==> src/rtl/data_mem_responder.sv <==
// ---------------------------------------------------------------------------
// data_mem_responder
// Single-port 32-bit data memory behind a valid/ready request channel and a
// valid/ready response channel, with a fixed number of wait states per access.
//
// Optional build macro: DMEM_BYTE_EN_EN
//   defined   -> ReqByteEn port present, stores write only the enabled bytes
//   undefined -> no ReqByteEn port, every store writes the full word
//
// Parameters
//   ADDR_WIDTH  : word-address width, 2**ADDR_WIDTH words of 32 bits
//   WAIT_CYCLES : wait states added to each access (0..15)
//
// Ports
//   CLK        in   clock, rising edge
//   Reset      in   synchronous active-high reset (array contents preserved)
//   ReqValid   in   request present
//   ReqReady   out  request can be accepted (IDLE and not in reset)
//   ReqWrite   in   1 = store, 0 = load
//   ReqAddr    in   word address
//   ReqWData   in   store data
//   ReqByteEn  in   per-byte store enables (DMEM_BYTE_EN_EN only)
//   RespValid  out  response present (RESP state)
//   RespReady  in   response accepted
//   RespRData  out  load data, 0 for stores
//   RespWrite  out  captured ReqWrite of the current response
//   Busy       out  FSM is not IDLE
//
// state | meaning
// ------+---------------------------------------------------------------
// IDLE  | ready for a request; accept captures the request
// WAIT  | counting down wait states; array access on the leaving edge
// RESP  | response held stable until RespValid & RespReady
// ---------------------------------------------------------------------------
module data_mem_responder #(
   parameter int ADDR_WIDTH  = 6,
   parameter int WAIT_CYCLES = 2
) (
   input  logic                  CLK,
   input  logic                  Reset,
   input  logic                  ReqValid,
   output logic                  ReqReady,
   input  logic                  ReqWrite,
   input  logic [ADDR_WIDTH-1:0] ReqAddr,
   input  logic [31:0]           ReqWData,
`ifdef DMEM_BYTE_EN_EN
   input  logic [3:0]            ReqByteEn,
`endif
   output logic                  RespValid,
   input  logic                  RespReady,
   output logic [31:0]           RespRData,
   output logic                  RespWrite,
   output logic                  Busy
);

   localparam int         DEPTH   = 1 << ADDR_WIDTH;
   localparam logic [3:0] WAIT_LD = 4'(WAIT_CYCLES);

   typedef enum logic [1:0] {
      S_IDLE = 2'd0,
      S_WAIT = 2'd1,
      S_RESP = 2'd2
   } state_t;

   state_t                r_state;
   logic [3:0]            r_cnt;
   logic                  r_write;
   logic [ADDR_WIDTH-1:0] r_addr;
   logic [31:0]           r_wdata;
   logic [31:0]           r_resp_rdata;
   logic                  r_resp_write;
   logic [31:0]           r_mem [DEPTH];
`ifdef DMEM_BYTE_EN_EN
   logic [3:0]            r_be;
`endif

   // Array access happens on the edge that enters RESP. With zero wait states
   // that is the accept edge itself, so the live request inputs are used;
   // otherwise the captured request is used.
   logic                  w_access;
   logic                  w_acc_write;
   logic [ADDR_WIDTH-1:0] w_acc_addr;
   logic [31:0]           w_acc_wdata;
   logic [3:0]            w_acc_be;
   logic [31:0]           w_mem_rd;

   always_comb begin
      w_access    = 1'b0;
      w_acc_write = r_write;
      w_acc_addr  = r_addr;
      w_acc_wdata = r_wdata;
`ifdef DMEM_BYTE_EN_EN
      w_acc_be    = r_be;
`else
      w_acc_be    = 4'hF;
`endif
      if (!Reset) begin
         case (r_state)
            S_IDLE: begin
               if (ReqValid && (WAIT_CYCLES == 0)) begin
                  w_access    = 1'b1;
                  w_acc_write = ReqWrite;
                  w_acc_addr  = ReqAddr;
                  w_acc_wdata = ReqWData;
`ifdef DMEM_BYTE_EN_EN
                  w_acc_be    = ReqByteEn;
`endif
               end
            end
            S_WAIT: begin
               if (r_cnt == 4'd1) w_access = 1'b1;
            end
            default: ;
         endcase
      end
   end

   assign w_mem_rd = r_mem[w_acc_addr];

   // No reset on the array: contents survive Reset. The write strobe is
   // already suppressed while Reset is high, so a reset on the entering edge
   // abandons the store.
   always_ff @(posedge CLK) begin
      if (w_access && w_acc_write) begin
         for (int i = 0; i < 4; i++) begin
            if (w_acc_be[i]) r_mem[w_acc_addr][8*i +: 8] <= w_acc_wdata[8*i +: 8];
         end
      end
   end

   always_ff @(posedge CLK) begin
      if (Reset) begin
         r_state      <= S_IDLE;
         r_cnt        <= 4'd0;
         r_write      <= 1'b0;
         r_addr       <= '0;
         r_wdata      <= 32'd0;
         r_resp_rdata <= 32'd0;
         r_resp_write <= 1'b0;
`ifdef DMEM_BYTE_EN_EN
         r_be         <= 4'd0;
`endif
      end else begin
         case (r_state)
            S_IDLE: begin
               if (ReqValid) begin
                  r_write <= ReqWrite;
                  r_addr  <= ReqAddr;
                  r_wdata <= ReqWData;
`ifdef DMEM_BYTE_EN_EN
                  r_be    <= ReqByteEn;
`endif
                  r_cnt   <= WAIT_LD;
                  r_state <= S_WAIT;
               end
            end
            S_WAIT: begin
               r_cnt <= r_cnt - 4'd1;
            end
            S_RESP: begin
               if (RespReady) r_state <= S_IDLE;
            end
            default: r_state <= S_IDLE;
         endcase
         // Entry into RESP overrides the WAIT transition above.
         if (w_access) begin
            r_state      <= S_RESP;
            r_resp_rdata <= w_acc_write ? 32'd0 : w_mem_rd;
            r_resp_write <= w_acc_write;
         end
      end
   end

   assign ReqReady  = (r_state == S_IDLE) && !Reset;
   assign RespValid = (r_state == S_RESP);
   assign Busy      = (r_state != S_IDLE);
   assign RespRData = r_resp_rdata;
   assign RespWrite = r_resp_write;

endmodule

==> config.mk <==
export PLATFORM = sky130hd
export DESIGN_NAME = data_mem_responder
export DESIGN_NICKNAME = d
export VERILOG_FILES = /design/src/rtl/data_mem_responder.sv
export SDC_FILE = /design/constraint.sdc
export NUM_CORES = 2
export LEC_CHECK = 0
export CORE_MARGIN = 3
export CORE_UTILIZATION = 40
export DETAILED_ROUTE_END_ITERATION = 12
export MAX_ROUTING_LAYER = met4
export PLACE_DENSITY_LB_ADDON = 0.05
export SLEW_MARGIN = 10
export SYNTH_ARGS = -nofsm -noshare
export SYNTH_HDL_FRONTEND = slang
export SYNTH_SLANG_ARGS = --single-unit
==> constraint.sdc <==
create_clock -name CLK -period 4.61 [get_ports CLK]
set_clock_uncertainty 0.2 [all_clocks]
set_input_delay 0.922 -clock CLK [delete_from_list [all_inputs] [get_ports CLK]]
set_output_delay 0.922 -clock CLK [all_outputs]
set_load 0.05 [all_outputs]
### Yosys cells after proc, flatten, opt, wreduce, memory -nomap -nowiden

Memory sizes are Yosys's and may differ from the RTL's. A register that Yosys moved wholly into a read port is not among the register bits.
Cells that the tools add are included.
Widths: inputs -> output; s select.

* flip-flop bits (word level): 78
* latch bits: 0
* bits in writable memories: 2048
* memory bits (read-only): 0
* input port bits: 43
* output and inout port bits: 36
* logic and storage cells: 44
* memories: 1

* add/subtract/negate cells: 1
* $mul: 0
* divide/modulo/power cells: 0
* $lt $le $gt $ge: 0
* equal/unequal tests: 8
* shift-type cells: 0
* mux-type cells: 14
* bitwise gates (word level): 1
* reductions and logical operators: 11

Memories
* r_mem: depth 64, bits a word 32, read ports 1, clocked after memory_dff 1, write ports 1, RTL line 72 `logic [31:0] r_mem [DEPTH];`

Operator list (number)
* $mux 32: 1
* $mux 6: 2
* $pmux 4 s2: 1
* $mux 2: 3
* $pmux 2 s3: 1
* $reduce_and 3->1: 2
* $mux 1: 5
* $eq 4x1->1 const B: 1
* $mux 4: 1
* $ne 2x2->1 const B: 2
* $reduce_and 2->1: 2
* $reduce_bool 2->1: 2
* $sub 4x1->4 const B: 1
* $ne 3x1->1 const B: 1
* $ne 3x3->1 const B: 1
* $eq 2x1->1 const B: 1
* $eq 2x2->1 const B: 1
* $logic_and 1x1->1: 2
* $logic_not 2->1: 1
* $ne 2x1->1 const B: 1
* $reduce_or 2->1: 1
* $logic_not 1->1: 1
* $not 1->1: 1

### Depth between registers and ports, before layout

* word-level depth: 7
* gate-level depth with buffers: 12
* gate-level depth less buffers: 8

### Worst setup path after synthesis

OpenSTA, ideal clock, no wires.

* path kind: in2reg
* start: input port Reset
* end: memory r_mem[62][0] (enable)
* library setup time: 0.421 ns
* data arrival time: 3.283 ns
* data required time: 3.989 ns
* setup slack: 0.706 ns
* cell stages on the path: 6
* buffers on the path: 1
* cells stage by stage: clkbuf_1 -> nor3_1 -> nand2_1 -> nor2_1 -> nand3_1 -> nor2_1

* longest elaborated chain between the ends: 4

RTL lines
* start: declaration: RTL line 40 `input logic Reset,`
* $mux 1: RTL line 97 `if (!Reset) begin`
* $logic_and 1x1->1: RTL line 124 `if (w_access && w_acc_write) begin`
* $mux 1: RTL line 124
* $mux 1 (implied by the code): RTL line 126 `if (w_acc_be[i]) r_mem[w_acc_addr][8*i +: 8] <= w_acc_wdata[8*i +: 8];`
* end: declaration: RTL line 72

No other way between the ends.

### Final worst setup path

* start: register r_state[0]
* end: memory r_mem[20][2] (enable)

* longest elaborated chain between the ends: 6

RTL lines
* start: declaration: RTL line 65 `state_t r_state;`
* start signal: assignment: RTL line 133 `r_state <= S_IDLE;`
* start signal: assignment: RTL line 154 `r_state <= S_WAIT;`
* start signal: assignment: RTL line 161 `if (RespReady) r_state <= S_IDLE;`
* $eq 2x1->1: RTL line 98 `case (r_state)`
* $mux 1: RTL line 98
* $mux 1: RTL line 97
* $logic_and 1x1->1: RTL line 124
* $mux 1: RTL line 124
* $mux 1 (implied by the code): RTL line 126

No other way between the ends.

==> results by group <==
Status
  • Status: finished clean

GRT
  • Initial antenna violation count: 11
  • Total GRT Usage: 0.228
  • Vias in the first global route: 40.9k
  • Pin count of the biggest net entering global routing: 81
  • First-pass GRT wire length: about 320000 µm
  • GRT overflow: 0

Synth
  • Simple-Gate Fraction of Synth Area: 0.0188
  • Adder-cell share of the synthesized area: 0.000308
  • Async SR Flop Fraction: 0
  • Yosys top cell by area: edfxtp_1
  • Ys Warns: 0
  • Ranking of synthesized cells by area: edfxtp_1, mux4_2, mux2i_1, dfxtp_1, a22oi_1
  • Synth Flop Type: edfxtp_1
  • Xor/xnor share of the synthesized area: 0
  • Netlist cell types: 53
  • Area fraction in compound gates after synthesis: 0.0267
  • Synthesis-stage register bit count: 2132
  • Post-synthesis mux area share: 0.161
  • Register area share after synthesis: 0.778
  • Top cell type's share of synthesized area: 0.757
  • Post-synthesis instance area: 0.0812 mm²
  • Number of synthesized flops with an enable pin: between 2k and 2.5k
  • Syn_area_per_cell: approximately 22 µm²
  • Largest family of logic cells by synthesized area: multiplexers
  • Net Count, Synth: approximately 3.7k
  • Mapped Cells: approximately 3.7k

STA
  • Min cycle time layout: about 3.8 ns
  • Highest Clock Rate: approximately 260 MHz
  • Relative slew slack: 0.249
  • Final Cycle Share: 0.827
  • Final setup vio count: 0
  • RSZ-0062 raised after global routing: false
  • Final Slew Violations: 0
  • Final hold vios: 0
  • Final worst slack: 0.798 ns
  • Worst Max-Slew Pin Slew: around 1.1 ns
  • Setup TNS: 0 ns

Routing
  • Drt drc: 0
  • Routed Antenna Nets: 0
  • Aggregate routed wire length: 231000 µm
  • DRT Pass-1 Iters: 6
  • DRT iter0 DRCs: 4075
  • Via Count: about 39k
  • Post-DR vias/cell: 5.73
  • Drt wl/cell: 33.7 µm

Clock tree
  • PostCTS Resize Cnt: 0
  • CTS Buf Count: approximately 220
  • Worst-path clk slew: ~0.06 ns
  • Root buf cell: clkbuf_16
  • TritonCTS clock tree: done
  • Max H-tree Level: 4
  • Clock Sinks: around 2.1k
  • Hold-fix buffers at CTS: 0
  • Postcts setup bufs: 0
  • Bufs on Longest Clock Path: 3
  • Worst-Skew Late Latency: 0.85 ns

Final layout
  • Share of layout cells above drive strength 1: 0.272
  • Nets: roughly 4.1k
  • Layout area overhead: 15.7%
  • Most frequent cells in the layout: edfxtp_1, mux4_2, clkbuf_16
  • Commonest non-fill, non-tap cell in the layout: edfxtp_1

Power and ir drop
  • Leakage power: 0.0280 µW
  • Worst vdd ir: around 0.42 mV
  • Power density cells: between 400 and 500 mW/mm²

Critical path
  • Slowest CP cell: nand2_1
  • Critical path data required time: about 4.9 ns
  • Start point of the critical path: r_state[0]
  • Crit Path Max Fanout: 32
  • CP delay by family, top: simple AND/OR/NAND/NOR gates
  • Crit path cell chain: or4b_4 -> nor3_1 -> nand2_1 -> nor2_1 -> nand2_1 -> nor2_4 -> buf_4
  • Reg2Reg Launch Point: r_state[0]
  • Slowest cell delay on critical path: between 0.5 and 0.6 ns
  • CP Capture Type: register
  • Critical path arrival: 4.08 ns
  • WS Path Type: reg2reg
  • Most used cell, CP: nand2_1
  • Worst path buffer plus inverter count: 1
  • Startpoint types: register

Floorplanning
  • Chip height: roughly 460 µm
  • Total die area: 0.209 mm²
  • Rows: ~160
  • Initial Utilization: 0.404
  • DIE WIDTH: roughly 460 µm
  • Core area: roughly 0.20 mm²
  • Io pins: 79

Worst hold path
  • Worst hold start: r_wdata[12]
  • Hold Path Class: reg2reg

Place
  • PortBufs: 78
  • Placer Congestion: about 0.8
  • DP Worst Slack: 0.444 ns
  • DP HPWL: around 140000 µm

Run
  • Max-Cap Viols: 0
cells by family (layout without fill, tap and decap cells):
| logic type | count (synthesis) | after routing |
|---|---|---|
| fa+ha+maj | 2 | 2 |
| simple gates | 336 | 336 |
| other cells | 0 | 7 |
| mux | 708 | 708 |
| buf+inv | 209 | 719 |
| compound gates | 308 | 308 |
| flops | 2132 | 2132 |
path summary, 6_finish.rpt:
kind	slack (ns)	to	cells after the start
hold / removal	0.25	r_wdata[12]	2
hold reg to reg	0.25	r_wdata[12]	2
setup reg to reg	0.80	r_mem[20][2]	7
setup / recovery	0.80	r_mem[20][2]	7
per-layer routing:
layer  global-route usage  part of all wire
met5                    -                 0
met4               0.0493             0.019
met3               0.0369             0.059
met2                0.361              0.49
met1                0.313              0.43
state kept, by name, indices dropped and copies added, names as in the netlist, named ones only:
signal     count
RespWrite      1
r_write        1
r_cnt          4
r_state        2
r_addr         6
r_wdata       32
r_mem       2048
RespRData     32
metrics by stage:
stage / area (µm²) / power, µW / hold WS, ns / util / std cells
after floorplan: 81200 / 23000 / 0.259 / - / 3695
after global placement: 86800 / 23900 / 0.242 / 0.432 / 6448
after detailed placement: 86800 / 23900 / 0.246 / 0.432 / 6448
after CTS: 94000 / 41600 / 0.205 / 0.468 / 6861
after global routing: 94000 / 42500 / 0.252 / 0.468 / 6863
final: 94000 / 41200 / 0.253 / 0.468 / 6868
tightest hold or removal path: cells and delay by family, from the launching register on:
family / cells / cell delay, ns
AOI/OAI and AO/OA: 1 / 0.05
DFF: 1 / 0.32
and+or+nand+nor: 1 / 0.05
power by group:
group          switching [µW]  internal (µW)
sequential                201          21300
combinational            1250            747
clock                    7380          10300
synth_stat cells (3+ instances only):
cell type	n
a2111oi_0	9
a211o_1	6
a211oi_1	18
a21oi_1	72
a221o_1	4
a221oi_1	22
a22o_1	23
a22oi_1	94
and2_1	6
and3_1	3
buf_1	14
buf_2	66
buf_4	31
buf_6	32
buf_8	4
clkbuf_1	57
dfxtp_1	84
edfxtp_1	2048
inv_1	5
mux2_2	12
mux2i_1	220
mux4_2	476
nand2_1	143
nand2b_1	7
nand3_1	36
nand3b_1	4
nor2_1	88
nor2b_1	22
nor3_1	8
nor4_1	4
o211ai_1	10
o21ai_0	13
o22ai_1	24
o41ai_1	3
or3_1	3
area by class of cell:
class | instances | area [µm²]
Multi-Input combinational cell | 1354 | 17300
Inverter | 5 | 18.8
Fill cell | 16515 | 107000
Clock inverter | 118 | 1240
Antenna cell | 7 | 17.5
Sequential cell | 2132 | 63300
Tap cell | 2656 | 3320
Timing Repair Buffer | 301 | 2890
Clock buffer | 295 | 5970
No activity file was read; power rests on OpenSTA's default activity.
